$ cat config.mk
export PLATFORM = sky130hd
export DESIGN_NAME = median_line_sequencer
export DESIGN_NICKNAME = d
export VERILOG_FILES = /design/src/rtl/median_line_sequencer.sv
export SDC_FILE = /design/constraint.sdc
export NUM_CORES = 1
export LEC_CHECK = 0
export BUFFER_PORTS_ARGS = -buffer_cell sky130_fd_sc_hd__buf_2
export CORE_MARGIN = 2
export CORE_UTILIZATION = 50
export DETAILED_ROUTE_END_ITERATION = 7
export MAX_ROUTING_LAYER = met4
export PLACE_DENSITY = 0.82
export SYNTH_ARGS = -nofsm -noshare
export SYNTH_HDL_FRONTEND = slang
export SYNTH_SLANG_ARGS = --single-unit
$ cat constraint.sdc
create_clock -name i_clk -period 2.7 [get_ports i_clk]
set_input_delay 0.405 -clock i_clk [delete_from_list [all_inputs] [get_ports i_clk]]
set_output_delay 0.405 -clock i_clk [all_outputs]
set_load 0.005 [all_outputs]
$ cat src/rtl/median_line_sequencer.sv
`timescale 1ns/1ps
// Frame sequencer for the 4-entry rotating line-buffer bank feeding the 3x3
// median filter. Steers incoming lines to buffers, launches 3-line read bursts
// once enough lines are stored, and reports per-line and end-of-frame events.
module median_line_sequencer #(
    parameter int COLS = 512,
    parameter int ROWS = 512
) (
    input  logic       i_clk,
    input  logic       i_rst,
    input  logic       i_start,
    input  logic       i_pix_valid,
    output logic       o_pix_ready,
    output logic [3:0] o_wr_sel,
    output logic       o_wr_en,
    output logic       o_rd_en,
    output logic [3:0] o_rd_mask,
    output logic [1:0] o_rd_base,
    output logic [9:0] o_rd_col,
    output logic [9:0] o_out_row,
    output logic       o_line_done,
    output logic       o_frame_done,
    output logic       o_busy
);

    localparam logic [9:0] COL_LAST = 10'(COLS - 1);
    localparam logic [9:0] ROW_END  = 10'(ROWS);
    localparam logic [9:0] OUT_ROWS = 10'(ROWS - 2);

    typedef enum logic [1:0] {
        S_IDLE,
        S_FILL,
        S_RUN,
        S_DONE
    } state_t;

    state_t     state_reg, state_next;
    logic [9:0] wr_col_reg;
    logic [9:0] wr_row_reg;
    logic [2:0] lines_stored_reg;
    logic [3:0] wr_sel_reg;
    logic [1:0] rd_base_reg;
    logic       rd_en_reg;
    logic [9:0] rd_col_reg;
    logic [9:0] out_row_reg;
    logic       line_done_reg;

    logic start_frame;
    logic pix_ready;
    logic wr_en;
    logic wr_line_end;
    logic rd_burst_end;
    logic rd_launch;

    // Handshake and event decode shared by the FSM and the datapath
    always_comb begin
        start_frame  = (state_reg == S_IDLE) && i_start;
        pix_ready    = ((state_reg == S_FILL) || (state_reg == S_RUN)) &&
                       (lines_stored_reg < 3'd4) && (wr_row_reg < ROW_END);
        wr_en        = i_pix_valid && pix_ready;
        wr_line_end  = wr_en && (wr_col_reg == COL_LAST);
        rd_burst_end = rd_en_reg && (rd_col_reg == COL_LAST);
        // line_done_reg blocks a relaunch on the cycle straight after a burst
        rd_launch    = (state_reg == S_RUN) && !rd_en_reg && !line_done_reg &&
                       (lines_stored_reg >= 3'd3) && (out_row_reg < OUT_ROWS);
    end

    // State register
    always_ff @(posedge i_clk) begin
        if (i_rst) begin
            state_reg <= S_IDLE;
        end else begin
            state_reg <= state_next;
        end
    end

    // Next-state logic: FILL waits for three stored lines, RUN ends after the last output row
    always_comb begin
        state_next = state_reg;
        case (state_reg)
            S_IDLE: if (i_start) state_next = S_FILL;
            S_FILL: if (lines_stored_reg >= 3'd3) state_next = S_RUN;
            S_RUN:  if (line_done_reg && (out_row_reg == OUT_ROWS)) state_next = S_DONE;
            S_DONE: state_next = S_IDLE;
            default: state_next = S_IDLE;
        endcase
    end

    // Write path: column/row counters and one-hot buffer rotation
    always_ff @(posedge i_clk) begin
        if (i_rst || start_frame) begin
            wr_col_reg <= '0;
            wr_row_reg <= '0;
            wr_sel_reg <= 4'b0001;
        end else if (wr_en) begin
            if (wr_col_reg == COL_LAST) begin
                wr_col_reg <= '0;
                wr_row_reg <= wr_row_reg + 10'd1;
                wr_sel_reg <= {wr_sel_reg[2:0], wr_sel_reg[3]};
            end else begin
                wr_col_reg <= wr_col_reg + 10'd1;
            end
        end
    end

    // Read path: burst launch, column sweep and window advance at burst end
    always_ff @(posedge i_clk) begin
        if (i_rst || start_frame) begin
            rd_en_reg     <= 1'b0;
            rd_col_reg    <= '0;
            rd_base_reg   <= '0;
            out_row_reg   <= '0;
            line_done_reg <= 1'b0;
        end else begin
            line_done_reg <= 1'b0;
            if (rd_burst_end) begin
                rd_en_reg     <= 1'b0;
                rd_col_reg    <= '0;
                line_done_reg <= 1'b1;
                rd_base_reg   <= rd_base_reg + 2'd1;
                out_row_reg   <= out_row_reg + 10'd1;
            end else if (rd_en_reg) begin
                rd_col_reg <= rd_col_reg + 10'd1;
            end else if (rd_launch) begin
                rd_en_reg <= 1'b1;
            end
        end
    end

    // Occupancy: a finished write line adds one, a finished burst frees the oldest
    always_ff @(posedge i_clk) begin
        if (i_rst || start_frame || (state_reg == S_DONE)) begin
            lines_stored_reg <= '0;
        end else begin
            case ({wr_line_end, rd_burst_end})
                2'b10:   lines_stored_reg <= lines_stored_reg + 3'd1;
                2'b01:   lines_stored_reg <= lines_stored_reg - 3'd1;
                default: lines_stored_reg <= lines_stored_reg;
            endcase
        end
    end

    // Read mask: the three buffers starting at rd_base (wrapping) follow rd_en
    for (genvar gi = 0; gi < 4; gi++) begin : g_rd_mask
        localparam logic [1:0] IDX = 2'(gi);
        logic [1:0] offset;
        assign offset        = IDX - rd_base_reg;
        assign o_rd_mask[gi] = rd_en_reg && (offset != 2'd3);
    end

    assign o_pix_ready  = pix_ready;
    assign o_wr_en      = wr_en;
    assign o_wr_sel     = wr_sel_reg;
    assign o_rd_en      = rd_en_reg;
    assign o_rd_base    = rd_base_reg;
    assign o_rd_col     = rd_col_reg;
    assign o_out_row    = out_row_reg;
    assign o_line_done  = line_done_reg;
    assign o_frame_done = (state_reg == S_DONE);
    assign o_busy       = (state_reg != S_IDLE);

endmodule

==> impl_metrics.csv, run 1 <==
group,metric,value,unit
synthesis,synth_fp_nets,308,
pwr,clkPwrFrac,0.294,
hold_path,hold_path_end,"state_reg[0]",
global_route,grt-ovfl-total,0,
global_route,grt_busiest_layer,"met2",
pwr,p_sw,0.472,mW
synthesis,synth.most_common_cell,"dfxtp_1",
clocking,postCtsSetupBuffers,0,
critical_path,path_cells,"inv_1, ha_1, nand4bb_1, inv_8, nand4_4, ha_1, inv_1, fa_1, nor2_1, a21oi_1, nor3_1",
clocking,h-tree-depth,2,
die,io_pins,40,
pwr,switching_share,0.288,
critical_path,slowest_delay,0.41,ns
critical_path,start_kind,"flip-flop",
timing,fmaxAchievable,0.401,GHz
placement,dpl-instance-area,2860,µm²
synthesis,synth_edf_count,0,
critical_path,worst_r2r_endpoint,"lines_stored_reg[1]",
timing,finalSetupViolCount,0,
timing,slew_headroom,0.779,
timing,tns,0,ns
synthesis,syn_area_per_cell,9.03,µm²
clocking,ctsResizeCount,0,
critical_path,cp.arrival,2.73,ns
timing,rsz0062_at_grt,"false",
synthesis,synthTopCellsByCount,"dfxtp_1 (53), nor2_1 (36), nand2_1 (21), a21oi_1 (18), ha_1 (15)",
synthesis,synth_top_area_frac,0.408,
job,cap_violations,0,
drt,dr.pass1.iters,4,
die,core,5070,µm²
synthesis,syn_area,2600,µm²
critical_path,r2r_start,"state_reg[1]",
synthesis,synth-seq-cells,53,
critical_path,ff2ff_path_depth,11,
drt,postRouteAntennaNets,0,
hold_path,holdPathStages,2,
timing,finClkSkew,0.00648,ns
cells_and_area,fillers,458,
placement,gp_congestion,0.815,
synthesis,syn_inst,288,
hold_path,hp-class,"primary input to flip-flop",
global_route,grt_usage,0.187,
die,start_util,0.513,
timing,period_minus_slack,2.49,ns
timing,finalHoldViolCount,0,
critical_path,criticalPathCategory,"flip-flop to flip-flop",
cells_and_area,synthToLayoutAreaGrowth,13.9,%
critical_path,cpMaxStageDelayCell,"fa_1",
critical_path,crit_required,2.93,ns
run_status,outcome,"complete, no violations",
synthesis,yosysSeqAreaShare,0.408,
drt,finalWirelength,5060,µm
synthesis,ys.flop_type,"dfxtp_1",
global_route,grt_pass1_vias,2033,
hold_path,min-delay-start,"i_rst",
cells_and_area,fin_area,2960,µm²
critical_path,crit_path_end_kind,"flip-flop",
pwr,p_leak,1.18,nW
global_route,globalRouteMet3Util,0.0332,
die,rows,26,
die,die_h,76.1,µm
global_route,met2_usage,0.329,
global_route,grt_start_max_net_pins,28,
clocking,worstSkewPairLatency,0.31,ns
clocking,cts_tree,"done",
clocking,clock_sinks,53,
cells_and_area,diodes,0,
pwr,power_density,553,nW/µm²
synthesis,synth_top_area_cell,"dfxtp_1",
die,die_area,5800,µm²
clocking,numCtsBuffers,5,
placement,port_buffers,39,
global_route,grt_first_pass_wirelength,8770,µm
clocking,root_buffer,"clkbuf_8",
placement,hpwl,3730,µm
pwr,p_int,1.16,mW
synthesis,synth-async-reset-ratio,0,
global_route,grtUsageMet1,0.211,
drt,drc,0,
drt,wire_per_inst,12.6,µm
global_route,antenna_found_initial,0,
pwr,comb_power_share,0.207,
clocking,cts_hold_buf,0,
drt,viasPerCell,5.36,
clocking,clk_pin_slew,0.09,ns
pwr,pwr-share-seq,0.500,
critical_path,critical_path_peak_fanout,13,
synthesis,yosysWarningCount,0,
cells_and_area,nets,349,
synthesis,netlist_top_cells_area,"dfxtp_1 (41%), ha_1 (7.2%), nor2_1 (5.2%)",
drt,vias,2144,
drt,drt_iter0_markers,101,
timing,worstMarginPinSlew,0.329,ns
cells_and_area,drive_gt1_frac,0.182,
die,fp.dieW,76.1,µm
critical_path,r2r_slack,0.21,ns
synthesis,yosys.cell_types.count,47,
clocking,clk_path_buf_depth,2,
timing,slew_violations,0,
pwr,peakVddDrop,0.216,mV
timing,finalCritPeriodShare,0.923,
routing by layer:
metal,vias to the layer above,part of all wire
met4,0,0.014
met3,7,0.034
li1,1079,-
met5,-,0
met1,1020,0.45
met2,38,0.50
cell families (layout without fill, tap and decap cells):
logic type      after synthesis  after routing  synth area share
flops                        53             53             0.408
xor+xnor                     23             23            0.0774
buf+inv                      25             67            0.0467
simple gates                120            120             0.256
fa+ha+maj                    16             16            0.0798
compound gates               42             42            0.0976
mux                           9              9            0.0346
worst max-delay path: cells and delay by family (launching register included):
family,cells,cell delay [ns]
AOI/OAI and AO/OA,1,0.05
adders and majority gates,3,1.01
buffers and inverters,3,0.34
DFF,1,0.39
and+or+nand+nor,4,0.64
cell usage in the layout, fill, tap and decap left out, types with 2 or more instances in the layout:
cell / Yosys / routed
o31ai_1: 6 / 6
a21oi_1: 18 / 18
xnor2_1: 13 / 13
and3_1: 2 / 2
nor2_1: 36 / 36
ha_1: 15 / 15
and2_1: 2 / 2
nor4_1: 3 / 3
xor2_1: 10 / 10
o211ai_1: 2 / 2
or4_1: 8 / 8
nand2_1: 21 / 21
buf_4: 1 / 4
nand4_1: 7 / 7
nand2b_1: 3 / 3
or3_1: 7 / 7
clkbuf_8: 0 / 7
o21ai_0: 8 / 8
nand3_4: 2 / 2
nor2b_1: 4 / 4
buf_2: 1 / 39
nor3_1: 5 / 5
dfxtp_1: 53 / 53
nand3_1: 11 / 11
inv_1: 14 / 14
mux2i_1: 9 / 9
per-stage QoR:
| step | hold slack (ns) | power, mW | utilization | std cells | setup WS [ns] |
|---|---|---|---|---|---|
| final | 0.315 | 1.64 | 0.584 | 400 | 0.209 |
| after global routing | 0.331 | 1.73 | 0.584 | 400 | 0.0118 |
| after CTS | 0.312 | 1.65 | 0.584 | 400 | 0.193 |
| after detailed placement | 0.481 | 1.18 | 0.564 | 392 | 0.230 |
| after global placement | 0.462 | 1.17 | 0.564 | 392 | 0.342 |
| after floorplan | 0.448 | 1.09 | - | 288 | 0.371 |
power by group through the flow:
stage / logic, mW / registers (mW) / clock network [mW]
2_1_floorplan: 0.257 / 0.832 / 0
3_3_place_gp: 0.340 / 0.834 / 0
3_5_place_dp: 0.343 / 0.837 / 0
4_1_cts: 0.344 / 0.818 / 0.492
5_1_grt: 0.385 / 0.820 / 0.521
6_report: 0.338 / 0.818 / 0.481
final cells by class:
cell class	count	area, µm²	share of cell area
repair buffers	43	225	0.0760
clock buffers	7	96.3	0.0325
inverters	16	67.6	0.0228
flip-flops and latches	53	1060	0.358
clock inverters	1	5.00	0.00169
well taps	70	87.6	0.0296
multi-input cells	210	1420	0.479
how the worst max path moves through the flow:
stage | from | to | slack (ns)
6_report | state_reg[1] | lines_stored_reg[1] | 0.21
5_1_grt | state_reg[1] | lines_stored_reg[1] | 0.01
4_1_cts | state_reg[1] | lines_stored_reg[1] | 0.19
3_5_place_dp | state_reg[1] | lines_stored_reg[1] | 0.23
3_3_place_gp | state_reg[0] | lines_stored_reg[2] | 0.34
2_1_floorplan | state_reg[0] | lines_stored_reg[2] | 0.37
(Power assumes the default switching activity.)
==> inputs of run 2 (changes only) <==
==> constraint.sdc (replaced) <==
create_clock -name i_clk -period 3 [get_ports i_clk]
set_input_delay 0.45 -clock i_clk [delete_from_list [all_inputs] [get_ports i_clk]]
set_output_delay 0.45 -clock i_clk [all_outputs]
set_load 0.005 [all_outputs]
==> run 2 against run 1 <==
  * Worst setup slack better by 0.31 ns
  * Count of clock-buffer cells in the layout stayed put
  * Power is 11% lower
  * Via count up 1.1%
  * Combinational power down 5%
  * Worst hold slack improved by 0.038 ns
  * Flip-flop and latch count unchanged
  * Cell count decreased by 0.25%
==> impl_metrics.csv, run 2 (same netlist as run 1, synthesis figures left out) <==
group,metric,value,unit
clocking,cts_hold_buf,0,
cells_and_area,layout_common_cells,"dfxtp_1 (53), buf_2 (39), nor2_1 (36)",
cells_and_area,drive_gt1_frac,0.176,
critical_path,start_kind,"flip-flop",
clocking,root_buffer,"clkbuf_8",
global_route,antenna_found_initial,0,
timing,finalHoldViolCount,0,
critical_path,cp.arrival,2.70,ns
clocking,worstSkewPairLatency,0.31,ns
pwr,power_density,496,nW/µm²
clocking,cts_tree,"done",
placement,pre_cts_slack,0.531,ns
critical_path,crit_path_end_kind,"flip-flop",
timing,worstMarginPinSlew,0.628,ns
timing,slew_violations,0,
clocking,ctsResizeCount,0,
die,fp.dieW,76.1,µm
critical_path,crit_required,3.23,ns
clocking,postCtsSetupBuffers,0,
cells_and_area,fin_area,2950,µm²
critical_path,crit_start,"state_reg[1]",
timing,finalCritPeriodShare,0.825,
timing,fmaxAchievable,0.404,GHz
pwr,peakVddDrop,0.247,mV
global_route,grt_pass1_vias,1990,
clocking,clk_path_buf_depth,2,
drt,vias,2167,
drt,finalWirelength,5110,µm
die,start_util,0.513,
clocking,numCtsBuffers,5,
pwr,fin_total_pwr,1.46,mW
timing,slew_headroom,0.581,
cells_and_area,synthToLayoutAreaGrowth,13.3,%
placement,hpwl,3750,µm
placement,dpl-instance-area,2860,µm²
global_route,grt_first_pass_wirelength,8750,µm
drt,wire_per_inst,12.8,µm
drt,drc,0,
die,die_area,5800,µm²
critical_path,criticalPathCategory,"flip-flop to flip-flop",
critical_path,r2r_start,"state_reg[1]",
placement,port_buffers,39,
drt,viasPerCell,5.43,
hold_path,hp-class,"primary input to flip-flop",
timing,tns,0,ns
cells_and_area,final_common_cell,"dfxtp_1",
timing,fin_ws,0.524,ns
clocking,h-tree-depth,2,
die,die_h,76.1,µm
die,core,5070,µm²
clocking,clock_sinks,53,
global_route,grt_usage,0.188,
timing,finalSetupViolCount,0,
clocking,clk_pin_slew,0.09,ns
cells_and_area,post-route-util,0.581,
drt,drt_iter0_markers,98,
pwr,p_leak,1.17,nW
timing,rsz0062_at_grt,"false",
timing,finClkSkew,0.00504,ns
hold_path,min-delay-start,"i_rst",
job,cap_violations,0,
cells_and_area,diodes,0,
cells_and_area,nets,349,
drt,postRouteAntennaNets,0,
drt,dr.pass1.iters,4,
global_route,grt_start_max_net_pins,21,
critical_path,critical_path_peak_fanout,13,
global_route,grt-ovfl-total,0,
die,io_pins,40,
timing,period_minus_slack,2.48,ns
die,rows,26,
placement,gp_congestion,0.819,
run_status,outcome,"complete, no violations",
==> run 2: critical path: stages, from the launching register on <==
cell       delay, ns
dfxtp_1         0.39
inv_1           0.10
ha_1            0.33
nand4bb_1       0.11
buf_4           0.18
inv_8           0.08
nand4_4         0.15
ha_1            0.28
inv_1           0.07
fa_1            0.40
nor2_1          0.09
a21oi_1         0.05
nor3_1          0.16
==> run 2: power breakdown <==
group / total (mW) / internal [mW] / leakage, nW / switching [mW]
sequential: 0.736 / 0.720 / 0.427 / 0.0160
clock: 0.404 / 0.184 / 0.0443 / 0.220
combinational: 0.322 / 0.123 / 0.702 / 0.199
total: 1.46 / 1.03 / 1.17 / 0.435
==> run 2: cell type report <==
type | count | area (µm²)
well taps | 70 | 87.6
repair buffers | 43 | 225
inverters | 16 | 67.6
flip-flops and latches | 53 | 1060
fillers | 486 | 2130
multi-input cells | 210 | 1420
clock buffers | 7 | 86.3
==> run 2: final timing paths <==
kind / endpoint / slack [ns] / cells after the start
worst max-delay path: lines_stored_reg[1] / 0.52 / 12
worst max register to register: lines_stored_reg[1] / 0.52 / 12
worst min register to register: wr_row_reg[8] / 0.49 / 2
worst min-delay path: state_reg[0] / 0.35 / 2
==> run 2: metrics by stage <==
stage                     instances  hold slack (ns)
final                           399            0.353
after global routing            399            0.352
after CTS                       399            0.343
after detailed placement        392            0.466
after global placement          392            0.461
after floorplan                 288            0.448
==> run 2: metal layers <==
layer	GRT usage	wire, µm
met3	0.0438	226
met4	0.0727	43
met5	-	0
met1	0.221	2330
met2	0.313	2510
